### src/rtl/adder_pkg.sv
// Shared configuration for the pipelined adder: default sizes, slice-width helper
// and the legality check used at elaboration.
package adder_pkg;

  localparam int unsigned WIDTH_DEF  = 32;
  localparam int unsigned STAGES_DEF = 4;

  function automatic int unsigned slice_w(input int unsigned width, input int unsigned stages);
    return width / stages;
  endfunction

  // WIDTH must split into STAGES equal, non-empty slices.
  function automatic bit cfg_ok(input int unsigned width, input int unsigned stages);
    return (stages >= 1) && (stages <= width) && ((width % stages) == 0);
  endfunction

endpackage

### src/rtl/adder_slice.sv
// Combinational SW-bit ripple-carry slice built from per-bit full adders.
module adder_slice #(
  parameter int unsigned SW = 8
) (
  input  logic [SW-1:0] x_i,
  input  logic [SW-1:0] y_i,
  input  logic          c_i,
  output logic [SW-1:0] s_o,
  output logic          c_o
);

  logic [SW:0] carry;

  always_comb begin
    carry    = '0;
    s_o      = '0;
    carry[0] = c_i;
    for (int unsigned i = 0; i < SW; i++) begin
      s_o[i]     = x_i[i] ^ y_i[i] ^ carry[i];
      carry[i+1] = (x_i[i] & y_i[i]) | (x_i[i] & carry[i]) | (y_i[i] & carry[i]);
    end
  end

  assign c_o = carry[SW];

endmodule

### src/rtl/pipelined_adder.sv
// Pipelined ripple-carry adder: STAGES carry slices, one register stage each, valid/ready
// on both sides. Define PIPE_ADD_OVF_EN to add the signed-overflow output ovf.
module pipelined_adder
  import adder_pkg::*;
#(
  parameter int unsigned WIDTH  = WIDTH_DEF,
  parameter int unsigned STAGES = STAGES_DEF
) (
  input  logic             clk,
  input  logic             rst_n,
  input  logic             in_valid,
  output logic             in_ready,
  input  logic [WIDTH-1:0] a,
  input  logic [WIDTH-1:0] b,
  input  logic             cin,
  output logic             out_valid,
  input  logic             out_ready,
  output logic [WIDTH-1:0] sum,
  output logic             cout
`ifdef PIPE_ADD_OVF_EN
  ,
  output logic             ovf
`endif
);

  localparam int unsigned SW = slice_w(WIDTH, STAGES);

  if (!cfg_ok(WIDTH, STAGES)) begin : g_cfg_err
    $error("pipelined_adder: WIDTH must be a non-zero multiple of STAGES");
  end

  // Whole pipeline moves as one; a stalled output freezes every stage.
  logic adv;

  assign adv      = !out_valid || out_ready;
  assign in_ready = adv;

  for (genvar k = 0; k < STAGES; k++) begin : g_stage
    localparam int unsigned DONE_W = (k + 1) * SW;
    localparam int unsigned REM_W  = WIDTH - DONE_W;

    logic [SW-1:0]     x_c;
    logic [SW-1:0]     y_c;
    logic [SW-1:0]     s_c;
    logic              ci_c;
    logic              co_c;
    logic              v_c;
    logic [DONE_W-1:0] sum_d;
    logic [DONE_W-1:0] sum_q;
    logic              valid_q;
    logic              carry_q;

    // Operand slice, carry and finished low sum bits come from the inputs or the previous stage.
    if (k == 0) begin : g_head
      assign x_c   = a[SW-1:0];
      assign y_c   = b[SW-1:0];
      assign ci_c  = cin;
      assign v_c   = in_valid;
      assign sum_d = s_c;
    end else begin : g_head
      assign x_c   = g_stage[k-1].g_skew.a_q[SW-1:0];
      assign y_c   = g_stage[k-1].g_skew.b_q[SW-1:0];
      assign ci_c  = g_stage[k-1].carry_q;
      assign v_c   = g_stage[k-1].valid_q;
      assign sum_d = {s_c, g_stage[k-1].sum_q};
    end

    adder_slice #(
      .SW (SW)
    ) u_slice (
      .x_i (x_c),
      .y_i (y_c),
      .c_i (ci_c),
      .s_o (s_c),
      .c_o (co_c)
    );

    always_ff @(posedge clk or negedge rst_n) begin
      if (!rst_n) begin
        valid_q <= 1'b0;
        carry_q <= 1'b0;
        sum_q   <= '0;
      end else if (adv) begin
        valid_q <= v_c;
        carry_q <= co_c;
        sum_q   <= sum_d;
      end
    end

    // Skew registers carry the operand slices later stages have yet to add.
    if (k + 1 < STAGES) begin : g_skew
      logic [REM_W-1:0] a_d;
      logic [REM_W-1:0] b_d;
      logic [REM_W-1:0] a_q;
      logic [REM_W-1:0] b_q;

      if (k == 0) begin : g_src
        assign a_d = a[WIDTH-1:SW];
        assign b_d = b[WIDTH-1:SW];
      end else begin : g_src
        assign a_d = g_stage[k-1].g_skew.a_q[REM_W+SW-1:SW];
        assign b_d = g_stage[k-1].g_skew.b_q[REM_W+SW-1:SW];
      end

      always_ff @(posedge clk or negedge rst_n) begin
        if (!rst_n) begin
          a_q <= '0;
          b_q <= '0;
        end else if (adv) begin
          a_q <= a_d;
          b_q <= b_d;
        end
      end
    end

`ifdef PIPE_ADD_OVF_EN
    // The top slice sees the operand sign bits, so overflow is registered alongside the sum.
    if (k + 1 == STAGES) begin : g_ovf
      logic ovf_d;
      logic ovf_q;

      assign ovf_d = (x_c[SW-1] == y_c[SW-1]) && (s_c[SW-1] != x_c[SW-1]);

      always_ff @(posedge clk or negedge rst_n) begin
        if (!rst_n) begin
          ovf_q <= 1'b0;
        end else if (adv) begin
          ovf_q <= ovf_d;
        end
      end
    end
`endif
  end

  assign out_valid = g_stage[STAGES-1].valid_q;
  assign sum       = g_stage[STAGES-1].sum_q;
  assign cout      = g_stage[STAGES-1].carry_q;

`ifdef PIPE_ADD_OVF_EN
  assign ovf = g_stage[STAGES-1].g_ovf.ovf_q;
`endif

endmodule

### config.mk
export PLATFORM = sky130hd
export DESIGN_NAME = pipelined_adder
export DESIGN_NICKNAME = d
export VERILOG_FILES = /design/src/rtl/adder_pkg.sv /design/src/rtl/adder_slice.sv /design/src/rtl/pipelined_adder.sv
export SDC_FILE = /design/constraint.sdc
export NUM_CORES = 1
export LEC_CHECK = 0
export ABC_AREA = 1
export BUFFER_PORTS_ARGS = -buffer_cell sky130_fd_sc_hd__buf_2
export CAP_MARGIN = 25
export CORE_UTILIZATION = 55
export DETAILED_ROUTE_END_ITERATION = 6
export GPL_TIMING_DRIVEN = 0
export HOLD_SLACK_MARGIN = 0.12
export PLACE_DENSITY = 0.74
export SYNTH_ARGS = -nofsm -noshare
export SYNTH_HDL_FRONTEND = slang
export SYNTH_SLANG_ARGS = --single-unit
### constraint.sdc
create_clock -name clk -period 9.7 [get_ports clk]
set_input_delay 1.94 -clock clk [delete_from_list [all_inputs] [get_ports clk]]
set_output_delay 1.94 -clock clk [all_outputs]
set_load 0.005 [all_outputs]
==> insert_results.sql, run 1 <==
INSERT INTO impl_metrics (metric_group, metric, value, unit) VALUES
('setup_path', 'worstPathMaxFanout', '1', ''),
('detailed_routing', 'dr_vias', '6089', ''),
('synthesis', 'synth.avg_cell_area', '9.21', 'um^2'),
('die', 'rows', '43', ''),
('clock_tree', 'cts-resized-gates', '0', ''),
('clock_tree', 'numCtsBuffers', '17', ''),
('detailed_routing', 'first_iter_violations', '448', ''),
('synthesis', 'yosys_warnings', '0', ''),
('timing', 'report.final.slew_viol_count', '0', ''),
('timing', 'rsz0062_at_grt', 'false', ''),
('placement', 'finalWeightedCongestion', '0.808', ''),
('timing', 'period_needed', '4.97', 'ns'),
('synthesis', 'synth_top_area_share', '57.5', '%'),
('clock_tree', 'cts_root_buf', 'clkbuf_16', ''),
('synthesis', 'synth.net_count', '970', ''),
('pwr', 'switching_share', '36.8', '%'),
('clock_tree', 'hold_buffers', '0', ''),
('final_layout', 'number_of_antenna_diodes', '0', ''),
('final_layout', 'finalNetCount', '1093', ''),
('grt', 'antenna_violations_before_repair', '0', ''),
('status', 'outcome', 'completed', ''),
('setup_path', 'arrival_time_of_data_at_the_critical_path_endpoint', '5.34', 'ns'),
('synthesis', 'most_area_consuming_cells_after_synthesis', 'dfrtp_1 (58%), nand2_1 (17%), nand3_1 (11%)', ''),
('die', 'initial_core_util', '57.0', '%'),
('synthesis', 'synth_seq_cells', '184', ''),
('clock_tree', 'clkTransAtPathRegs', '0.07', 'ns'),
('clock_tree', 'tritoncts', 'yes', ''),
('setup_path', 'critical_path.cell_chain', 'buf_2, inv_1, fa_1, inv_1, fa_1, fa_1, fa_1, fa_1, fa_1, fa_1, inv_1, fa_1, inv_1, nand2_1, nand2_1', ''),
('pwr', 'power.clock.fraction', '23.1', '%'),
('setup_path', 'worstSetupEndpointType', 'flop', ''),
('placement', 'port-buffer-count', '103', ''),
('pwr', 'power.ir.vdd_worst', '136', 'uV'),
('detailed_routing', 'detail_route.drc_violations', '0', ''),
('die', 'die_area', '0.0150', 'mm^2'),
('flow_run', 'drv_cap', '0', ''),
('detailed_routing', 'routed_length_per_instance', '14.9', 'um'),
('setup_path', 'crit_required', '10.07', 'ns'),
('synthesis', 'synth-seq-area-share', '57.5', '%'),
('detailed_routing', 'ant_nets', '0', ''),
('grt', 'grt_remaining_overflow', '0', ''),
('synthesis', 'yosysUniqueCellTypes', '9', ''),
('final_layout', 'ratio_of_cells_with_drive_above_1_in_the_final_layout', '18.7', '%'),
('grt', 'first_pass_grt_wire_length', '29500', 'um'),
('placement', 'detailedPlacementHpwl', '12600', 'um'),
('detailed_routing', 'vias_per_cell', '5.14', ''),
('final_layout', 'instances_no_fill', '1185', ''),
('setup_path', 'criticalPathCategory', 'in2reg', ''),
('setup_path', 'crit_slowest_cell', 'fa_1', ''),
('final_layout', 'final_common_cell', 'nand2_1', ''),
('pwr', 'internal-power', '1.92', 'mW'),
('grt', 'most_utilized_layer_in_the_global_route_result', 'met2', ''),
('placement', 'numPlacedInstances', '1153', ''),
('pwr', 'power_per_cell_area', '323', 'mW/mm^2'),
('pwr', 'static-leakage-power', '5.20', 'nW'),
('grt', 'grt_util_met1', '37.8', '%'),
('final_layout', 'most-common-layout-cells', 'nand2_1 (368), dfrtp_1 (184), nand3_1 (183)', ''),
('timing', 'slew-limit-headroom', '54.2', '%'),
('die', 'die_h', '123', 'um'),
('setup_path', 'startpoint_type', 'input port', ''),
('pwr', 'netSwitchingPower', '1.11', 'mW'),
('clock_tree', 'insertion_delay', '0.43', 'ns'),
('die', 'core-area', '0.0140', 'mm^2'),
('timing', 'max_slew.worst_pin.slew', '0.686', 'ns'),
('timing', 'setup_violations', '0', ''),
('clock_tree', 'postCtsSetupRepairBufs', '0', ''),
('synthesis', 'synthCells', '869', ''),
('synthesis', 'yosys.area.top_type', 'dfrtp_1', ''),
('detailed_routing', 'routed_wirelength', '17700', 'um'),
('timing', 'final.hold.worst_slack', '0.466', 'ns'),
('setup_path', 'critical_path_max_stage_delay', '0.42', 'ns'),
('grt', 'vias_in_the_first_global_route', '5892', '');
[registers in the layout (all words and copies together), names as in the netlist]
register            flops
g_stage.carry_q         3
cout                    1
g_stage.sum_q          48
out_valid               1
g_stage.g_skew.b_q     48
g_stage.g_skew.a_q     48
sum                    32
g_stage.valid_q         3
[worst max-delay path, delay by kind of cell]
kind	cells	cell delay [ns]
adders and majority gates	8	2.96
buffers and inverters	5	0.34
and+or+nand+nor	2	0.11
[path summary, 6_finish.rpt]
check	cells past startpoint	slack, ns	from	end
worst max-delay path	15	4.73	a[0]	g_stage[0].sum_q[7]
worst min-delay path	2	0.47	g_stage[1].g_skew.a_q[10]	g_stage[2].g_skew.a_q[2]
worst max register to register	14	5.78	g_stage[2].carry_q	sum[31]
worst min register to register	2	0.47	g_stage[1].g_skew.a_q[10]	g_stage[2].g_skew.a_q[2]
max in group asynchronous	2	7.32	rst_n	sum[6]
min in group asynchronous	1	1.52	rst_n	g_stage[0].g_skew.a_q[14]
[final cells by class]
cell class                      instances  area (um^2)  share of cell area, %
Buffer                                 60          307                   3.26
Inverter                               42          158                   1.68
Sequential cell                       184         4600                   49.0
Multi-Input combinational cell        583         2940                   31.3
Clock buffer                           26          519                   5.53
Clock inverter                          6         86.3                  0.919
Tap cell                              180          225                   2.40
Timing Repair Buffer                  104          553                   5.89
[power groups by stage]
stage	registers, mW	clock network (mW)	logic [mW]
2_1_floorplan	1.27	0	0.693
3_5_place_dp	1.33	0	1.01
6_report	1.31	0.699	1.02
4_1_cts	1.31	0.706	1.02
5_1_grt	1.35	0.742	1.19
3_3_place_gp	1.32	0	0.978
[kinds of logic after synthesis]
group,Yosys count,share of synthesized area [%]
adders and majority gates,32,8.00
and+or+nand+nor,551,28.7
DFF,184,57.5
buffers and inverters,102,5.80
[metrics by stage]
stage | instance area (um^2) | util, % | power (mW) | worst slack [ns]
3_5_place_dp | 8780 | 62.6 | 2.34 | 4.28
5_1_grt | 9390 | 66.9 | 3.28 | 4.59
6_report | 9390 | 66.9 | 3.03 | 4.73
4_1_cts | 9390 | 66.9 | 3.04 | 4.73
3_3_place_gp | 8750 | 62.3 | 2.29 | 3.83
2_1_floorplan | 8010 | - | 1.97 | 4.59
[synthesized netlist by cell type (all sizes together)]
library cell  instances
inv                  42
clkbuf                4
fa                   32
nand2               368
nand3               183
buf                  56
dfrtp               184
[metal layers]
metal / up-vias / routed length (um) / part of all wire, %
met5: - / 0 / 0
met4: 0 / 267 / 1.5
met3: 25 / 963 / 5.5
met2: 179 / 8140 / 46
met1: 2892 / 8300 / 47
li1: 2993 / - / -
No activity file was read; power rests on OpenSTA's default activity.
==> inputs of run 2 (changes only) <==
Settings changed: CORE_UTILIZATION 55 to 52.
Clock period 9.7 ns to 4.3 ns, I/O delays scaled along.
==> run 2 against run 1 <==
Via count increased by 0.20%. First-iteration DRC count increased by 2.0%. Clock skew increased by 0.0025 ns. Count of clock-buffer cells in the layout decreased by 2. Setup slack got worse by 4.3 ns. Sequential share of layout area decreased by 0.18 points. Final cell count increased by 0.25%. Register-to-register slack got worse by 5.4 ns. Clock power increased by 140%. Power increased by 130%. Wire length decreased by 0.58%. Non-clock buffer count unchanged. Critical endpoint is now sum[31].
==> insert_results.sql, run 2 (synthesis results as in run 1) <==
INSERT INTO impl_metrics (metric_group, metric, value, unit) VALUES
('status', 'outcome', 'completed', ''),
('clock_tree', 'cts_max_level', '4', ''),
('placement', 'dp_slack', '-0.00624', 'ns'),
('clock_tree', 'postCtsSetupRepairBufs', '0', ''),
('detailed_routing', 'dr_vias', '6101', ''),
('clock_tree', 'clkTransAtPathRegs', '0.06', 'ns'),
('final_layout', 'multiInputGateArea', '0.00294', 'mm^2'),
('timing', 'max_slew.worst_pin.slew', '0.613', 'ns'),
('die', 'die_area', '0.0159', 'mm^2'),
('die', 'die_x', '126', 'um'),
('pwr', 'power.ir.vdd_worst', '370', 'uV'),
('final_layout', 'instances_no_fill', '1188', ''),
('timing', 'finalHoldViolCount', '0', ''),
('flow_run', 'drv_cap', '0', ''),
('setup_path', 'crit_required', '4.67', 'ns'),
('detailed_routing', 'first_pass_iters', '5', ''),
('setup_path', 'criticalPathCategory', 'reg2reg', ''),
('timing', 'final.setup.worst_slack', '0.393', 'ns'),
('clock_tree', 'cts-resized-gates', '0', ''),
('final_layout', 'layout_top_registers', 'g_stage.g_skew.a_q x48, g_stage.g_skew.b_q x48, g_stage.sum_q x48', ''),
('clock_tree', 'insertion_delay', '0.43', 'ns'),
('hold_path', 'hold_class', 'in2async', ''),
('timing', 'rsz0062_at_grt', 'false', ''),
('detailed_routing', 'ant_nets', '0', ''),
('pwr', 'static-leakage-power', '5.22', 'nW'),
('die', 'boundaryPins', '104', ''),
('detailed_routing', 'routed_length_per_instance', '14.8', 'um'),
('clock_tree', 'tritoncts', 'yes', ''),
('timing', 'layout_worst_path_cycle_share', '90.9', '%'),
('detailed_routing', 'first_iter_violations', '457', ''),
('timing', 'report.final.slew_viol_count', '0', ''),
('placement', 'port-buffer-count', '103', ''),
('die', 'core-area', '0.0148', 'mm^2'),
('final_layout', 'number_of_antenna_diodes', '0', ''),
('final_layout', 'synthToLayoutAreaGrowth', '17.7', '%'),
('die', 'rows', '44', ''),
('placement', 'numPlacedInstances', '1157', ''),
('timing', 'fmaxAchievable', '256', 'MHz'),
('grt', 'first_pass_grt_wire_length', '30100', 'um'),
('setup_path', 'startpoint_type', 'flop', ''),
('detailed_routing', 'vias_per_cell', '5.14', ''),
('clock_tree', 'clock_tree.buffer_depth', '2', ''),
('placement', 'detailedPlacementHpwl', '12600', 'um'),
('grt', 'antenna_violations_before_repair', '0', ''),
('final_layout', 'final_common_cell', 'nand2_1', ''),
('grt', 'grt_remaining_overflow', '0', ''),
('grt', 'gr-usage-all-layers', '24.6', '%'),
('timing', 'setup_violations', '0', ''),
('clock_tree', 'clock_sinks', '184', ''),
('final_layout', 'sequential_cell_area', '0.00460', 'mm^2'),
('timing', 'slew-limit-headroom', '59.1', '%'),
('clock_tree', 'numCtsBuffers', '17', ''),
('die', 'die_h', '126', 'um'),
('final_layout', 'finalNetCount', '1093', ''),
('die', 'initial_core_util', '54.3', '%'),
('clock_tree', 'cts_root_buf', 'clkbuf_16', ''),
('setup_path', 'worst-r2r-cell-count', '14', ''),
('detailed_routing', 'routed_wirelength', '17600', 'um'),
('pwr', 'power_per_cell_area', '736', 'mW/mm^2'),
('setup_path', 'worstPathMaxFanout', '2', ''),
('final_layout', 'ratio_of_cells_with_drive_above_1_in_the_final_layout', '18.9', '%'),
('final_layout', 'most-common-layout-cells', 'nand2_1 (368), dfrtp_1 (184), nand3_1 (183)', ''),
('timing', 'period_needed', '3.91', 'ns'),
('detailed_routing', 'detail_route.drc_violations', '0', ''),
('placement', 'finalWeightedCongestion', '0.767', ''),
('grt', 'vias_in_the_first_global_route', '6006', ''),
('setup_path', 'arrival_time_of_data_at_the_critical_path_endpoint', '4.28', 'ns'),
('final_layout', 'final.fill_count', '1238', ''),
('setup_path', 'worstSetupEndpointType', 'flop', ''),
('clock_tree', 'hold_buffers', '0', ''),
('grt', 'largest_net_degree_at_the_start_of_global_routing', '127', ''),
('timing', 'fin_worst_skew', '0.00760', 'ns');
run 2: cell types whose count changed in the layout (fill, tap and decap cells not counted):
| cell | change |
|---|---|
| clkinv_4 | -1 |
| clkinv_2 | +1 |
| bufinv_16 | +1 |
| clkbuf_1 | -3 |
| clkbuf_8 | +1 |
run 2: where the power goes:
part | switching, mW | internal, mW | total, mW
clock network | 0.629 | 1.02 | 1.65
logic | 1.43 | 0.900 | 2.33
registers | 0.479 | 2.48 | 2.96
run 2: final timing paths:
check	startpoint	slack (ns)	end
hold / removal	rst_n	0.35	g_stage[0].g_skew.a_q[14]
setup reg to reg	g_stage[2].carry_q	0.39	sum[31]
min in group clk	g_stage[0].g_skew.a_q[13]	0.47	g_stage[1].g_skew.a_q[5]
setup / recovery	g_stage[2].carry_q	0.39	sum[31]
hold reg to reg	g_stage[0].g_skew.a_q[13]	0.47	g_stage[1].g_skew.a_q[5]
max in group asynchronous	rst_n	3.01	g_stage[1].g_skew.b_q[4]
run 2: cell type report:
cell class,count,share of cell area (%)
Buffer,60,3.25
Sequential cell,184,48.9
Tap cell,184,2.44
Inverter,42,1.67
Multi-Input combinational cell,583,31.2
Clock buffer,24,5.54
Timing Repair Buffer,104,5.87
Clock inverter,7,1.19
run 2: worst max-delay path, stage by stage, from the launching register on:
cell     delay, ns
dfrtp_1       0.40
inv_1         0.14
fa_1          0.19
inv_1         0.05
fa_1          0.37
fa_1          0.39
fa_1          0.41
fa_1          0.40
fa_1          0.39
fa_1          0.43
inv_1         0.10
fa_1          0.40
inv_1         0.06
nand2_1       0.05
nand2_1       0.06
run 2: per-layer routing:
layer | vias up | global-route usage (%) | routed length (um)
li1 | 2979 | - | -
met1 | 2927 | 34.3 | 8170
met4 | 0 | 8.50 | 330
met3 | 25 | 4.84 | 862
met2 | 170 | 38.8 | 8200
met5 | - | 0 | 0
run 2: through the flow:
| step | cell area, um^2 | utilization (%) | hold WS (ns) | TNS [ns] | power, mW |
|---|---|---|---|---|---|
| after floorplan | 8010 | - | 0.435 | 0 | 4.43 |
| after global placement | 8750 | 59.3 | 0.451 | -90.37 | 5.20 |
| after detailed placement | 8790 | 59.6 | 0.455 | -0.00624 | 5.29 |
| after CTS | 9420 | 63.9 | 0.368 | 0 | 6.95 |
| after global routing | 9420 | 63.9 | 0.379 | 0 | 7.52 |
| final | 9420 | 63.9 | 0.352 | 0 | 6.93 |
==> inputs of run 3 (changes only) <==
Settings changed: REMOVE_ABC_BUFFERS from default to 1.
==> run 3 against run 2 <==
Count of clock-buffer cells in the layout fell by 2. Critical path depth increased by 1. Largest cell class unchanged. Clock skew barely moved. Highest routed layer unchanged.
==> insert_results.sql, run 3 (synthesis results as in run 1) <==
INSERT INTO impl_metrics (metric_group, metric, value, unit) VALUES
('timing', 'finalHoldViolCount', '0', ''),
('final_layout', 'final_common_cell', 'nand2_1', ''),
('setup_path', 'critical_path_max_stage_delay', '0.45', 'ns'),
('die', 'boundaryPins', '104', ''),
('final_layout', 'layout_top_registers', 'g_stage.g_skew.a_q x48, g_stage.g_skew.b_q x48, g_stage.sum_q x48', ''),
('die', 'core-area', '0.0148', 'mm^2'),
('flow_run', 'drv_cap', '0', ''),
('grt', 'vias_in_the_first_global_route', '5566', ''),
('clock_tree', 'clock_tree.buffer_depth', '2', ''),
('final_layout', 'finalNetCount', '1038', ''),
('status', 'outcome', 'completed', ''),
('final_layout', 'ratio_of_cells_with_drive_above_1_in_the_final_layout', '14.8', '%'),
('timing', 'final.hold.worst_slack', '0.405', 'ns'),
('setup_path', 'timing.critical_path.mode_cell', 'fa_1', ''),
('pwr', 'report.power.total', '6.53', 'mW'),
('placement', 'placed_area', '0.00864', 'mm^2'),
('grt', 'antenna_violations_before_repair', '0', ''),
('detailed_routing', 'first_iter_violations', '388', ''),
('hold_path', 'hold_class', 'in2async', ''),
('die', 'die_x', '126', 'um'),
('setup_path', 'crit-reg2reg-launch', 'g_stage[0].carry_q', ''),
('pwr', 'power.ir.vdd_worst', '361', 'uV'),
('timing', 'rsz0062_at_grt', 'false', ''),
('timing', 'layout_worst_path_cycle_share', '90.1', '%'),
('final_layout', 'synthToLayoutAreaGrowth', '14.9', '%'),
('pwr', 'power_per_cell_area', '710', 'mW/mm^2'),
('clock_tree', 'tritoncts', 'yes', ''),
('detailed_routing', 'ant_nets', '0', ''),
('placement', 'port-buffer-count', '103', ''),
('setup_path', 'startpoint_type', 'input port', ''),
('final_layout', 'final.fill_count', '1286', ''),
('timing', 'fin_worst_skew', '0.00719', 'ns'),
('setup_path', 'criticalPathCategory', 'in2reg', ''),
('setup_path', 'critPathTopFamily', 'adder cells', ''),
('final_layout', 'sequential_cell_area', '0.00461', 'mm^2'),
('die', 'rows', '44', ''),
('placement', 'detailedPlacementHpwl', '8280', 'um'),
('clock_tree', 'numCtsBuffers', '17', ''),
('detailed_routing', 'routed_length_per_instance', '12.9', 'um'),
('grt', 'first_pass_grt_wire_length', '26000', 'um'),
('final_layout', 'multiInputGateArea', '0.00295', 'mm^2'),
('timing', 'period_needed', '3.87', 'ns'),
('clock_tree', 'clock_sinks', '184', ''),
('setup_path', 'crit-reg2reg-capture', 'g_stage[1].sum_q[15]', ''),
('clock_tree', 'insertion_delay', '0.42', 'ns'),
('setup_path', 'crit_required', '4.66', 'ns'),
('setup_path', 'worst-r2r-cell-count', '14', ''),
('timing', 'fmaxAchievable', '258', 'MHz'),
('timing', 'slew-limit-headroom', '56.0', '%'),
('clock_tree', 'cts-resized-gates', '0', ''),
('detailed_routing', 'routed_wirelength', '14600', 'um'),
('placement', 'finalWeightedCongestion', '0.718', ''),
('setup_path', 'worstSetupEndpointType', 'flop', ''),
('timing', 'setup_violations', '0', ''),
('timing', 'report.final.slew_viol_count', '0', ''),
('clock_tree', 'postCtsSetupRepairBufs', '0', ''),
('final_layout', 'cell_area_after_layout', '0.00920', 'mm^2'),
('setup_path', 'crit_slowest_cell', 'fa_1', ''),
('clock_tree', 'clkTransAtPathRegs', '0.06', 'ns'),
('pwr', 'static-leakage-power', '5.02', 'nW'),
('die', 'initial_core_util', '54.3', '%'),
('setup_path', 'worstPathMaxFanout', '1', ''),
('setup_path', 'arrival_time_of_data_at_the_critical_path_endpoint', '4.23', 'ns'),
('detailed_routing', 'vias_per_cell', '5.06', ''),
('grt', 'largest_net_degree_at_the_start_of_global_routing', '106', ''),
('setup_path', 'critical_path_buf_inv_count', '5', ''),
('grt', 'grt_remaining_overflow', '0', ''),
('detailed_routing', 'detail_route.drc_violations', '0', ''),
('final_layout', 'number_of_antenna_diodes', '0', ''),
('die', 'die_area', '0.0159', 'mm^2'),
('die', 'die_h', '126', 'um'),
('timing', 'max_slew.worst_pin.slew', '0.660', 'ns'),
('setup_path', 'critical_path.cell_chain', 'buf_2, inv_1, fa_1, inv_1, fa_1, fa_1, fa_1, fa_1, fa_1, fa_1, inv_1, fa_1, inv_1, nand2_1, nand2_1', ''),
('clock_tree', 'hold_buffers', '0', ''),
('grt', 'gr-usage-all-layers', '20.5', '%'),
('final_layout', 'most-common-layout-cells', 'nand2_1 (367), nand3_1 (183), dfrtp_1 (183)', ''),
('detailed_routing', 'first_pass_iters', '4', ''),
('clock_tree', 'cts_root_buf', 'clkbuf_16', ''),
('final_layout', 'utilization', '62.3', '%'),
('setup_path', 'timing.reg2reg.setup_slack', '0.45', 'ns'),
('clock_tree', 'cts_max_level', '4', ''),
('detailed_routing', 'dr_vias', '5734', '');
==> run 3: cell count changes in the layout (fill, tap and decap cells not counted), sizes merged <==
cell      delta
clkbuf       -6
bufinv       -2
buf         -51
clkinvlp     +2
clkinv       +3
==> run 3: worst max-delay path by stage <==
stage / start / to / slack (ns) / cells past startpoint
floorplan: out_ready / in_ready / -3.71 / 2
global placement: out_ready / in_ready / -8.94 / 4
detailed placement: a[0] / g_stage[0].sum_q[7] / -0.03 / 15
CTS: a[0] / g_stage[0].sum_q[7] / 0.42 / 15
global route: b[0] / g_stage[0].sum_q[7] / 0.19 / 15
finish: a[0] / g_stage[0].sum_q[7] / 0.43 / 15
==> run 3: final cells by class <==
class	instances	area share (%)
sequential	184	50.1
multi-input combinational	583	32.0
timing repair buffer	109	7.51
clock buffer	22	5.05
tap	184	2.50
inverter	42	1.77
clock inverter	10	1.06
==> run 3: per-stage QoR <==
stage | cells | setup TNS (ns) | worst slack, ns
2_1_floorplan | 809 | -635.79 | -3.71
3_3_place_gp | 1096 | -1612.12 | -8.94
3_5_place_dp | 1102 | -0.0315 | -0.0315
4_1_cts | 1134 | 0 | 0.417
5_1_grt | 1134 | 0 | 0.191
6_report | 1134 | 0 | 0.427
==> run 3: metal layers <==
metal	GRT usage, %	up-vias	part of all wire [%]
met5	0	-	0
met4	5.81	0	0.85
li1	-	2866	-
met3	5.31	11	3.8
met2	32.3	105	47
met1	28.2	2752	48
==> run 3: where the power goes <==
| group | switching [mW] | total [mW] | internal (mW) |
|---|---|---|---|
| Combinational | 1.25 | 2.12 | 0.865 |
| Clock | 0.641 | 1.47 | 0.830 |
| Sequential | 0.459 | 2.94 | 2.48 |
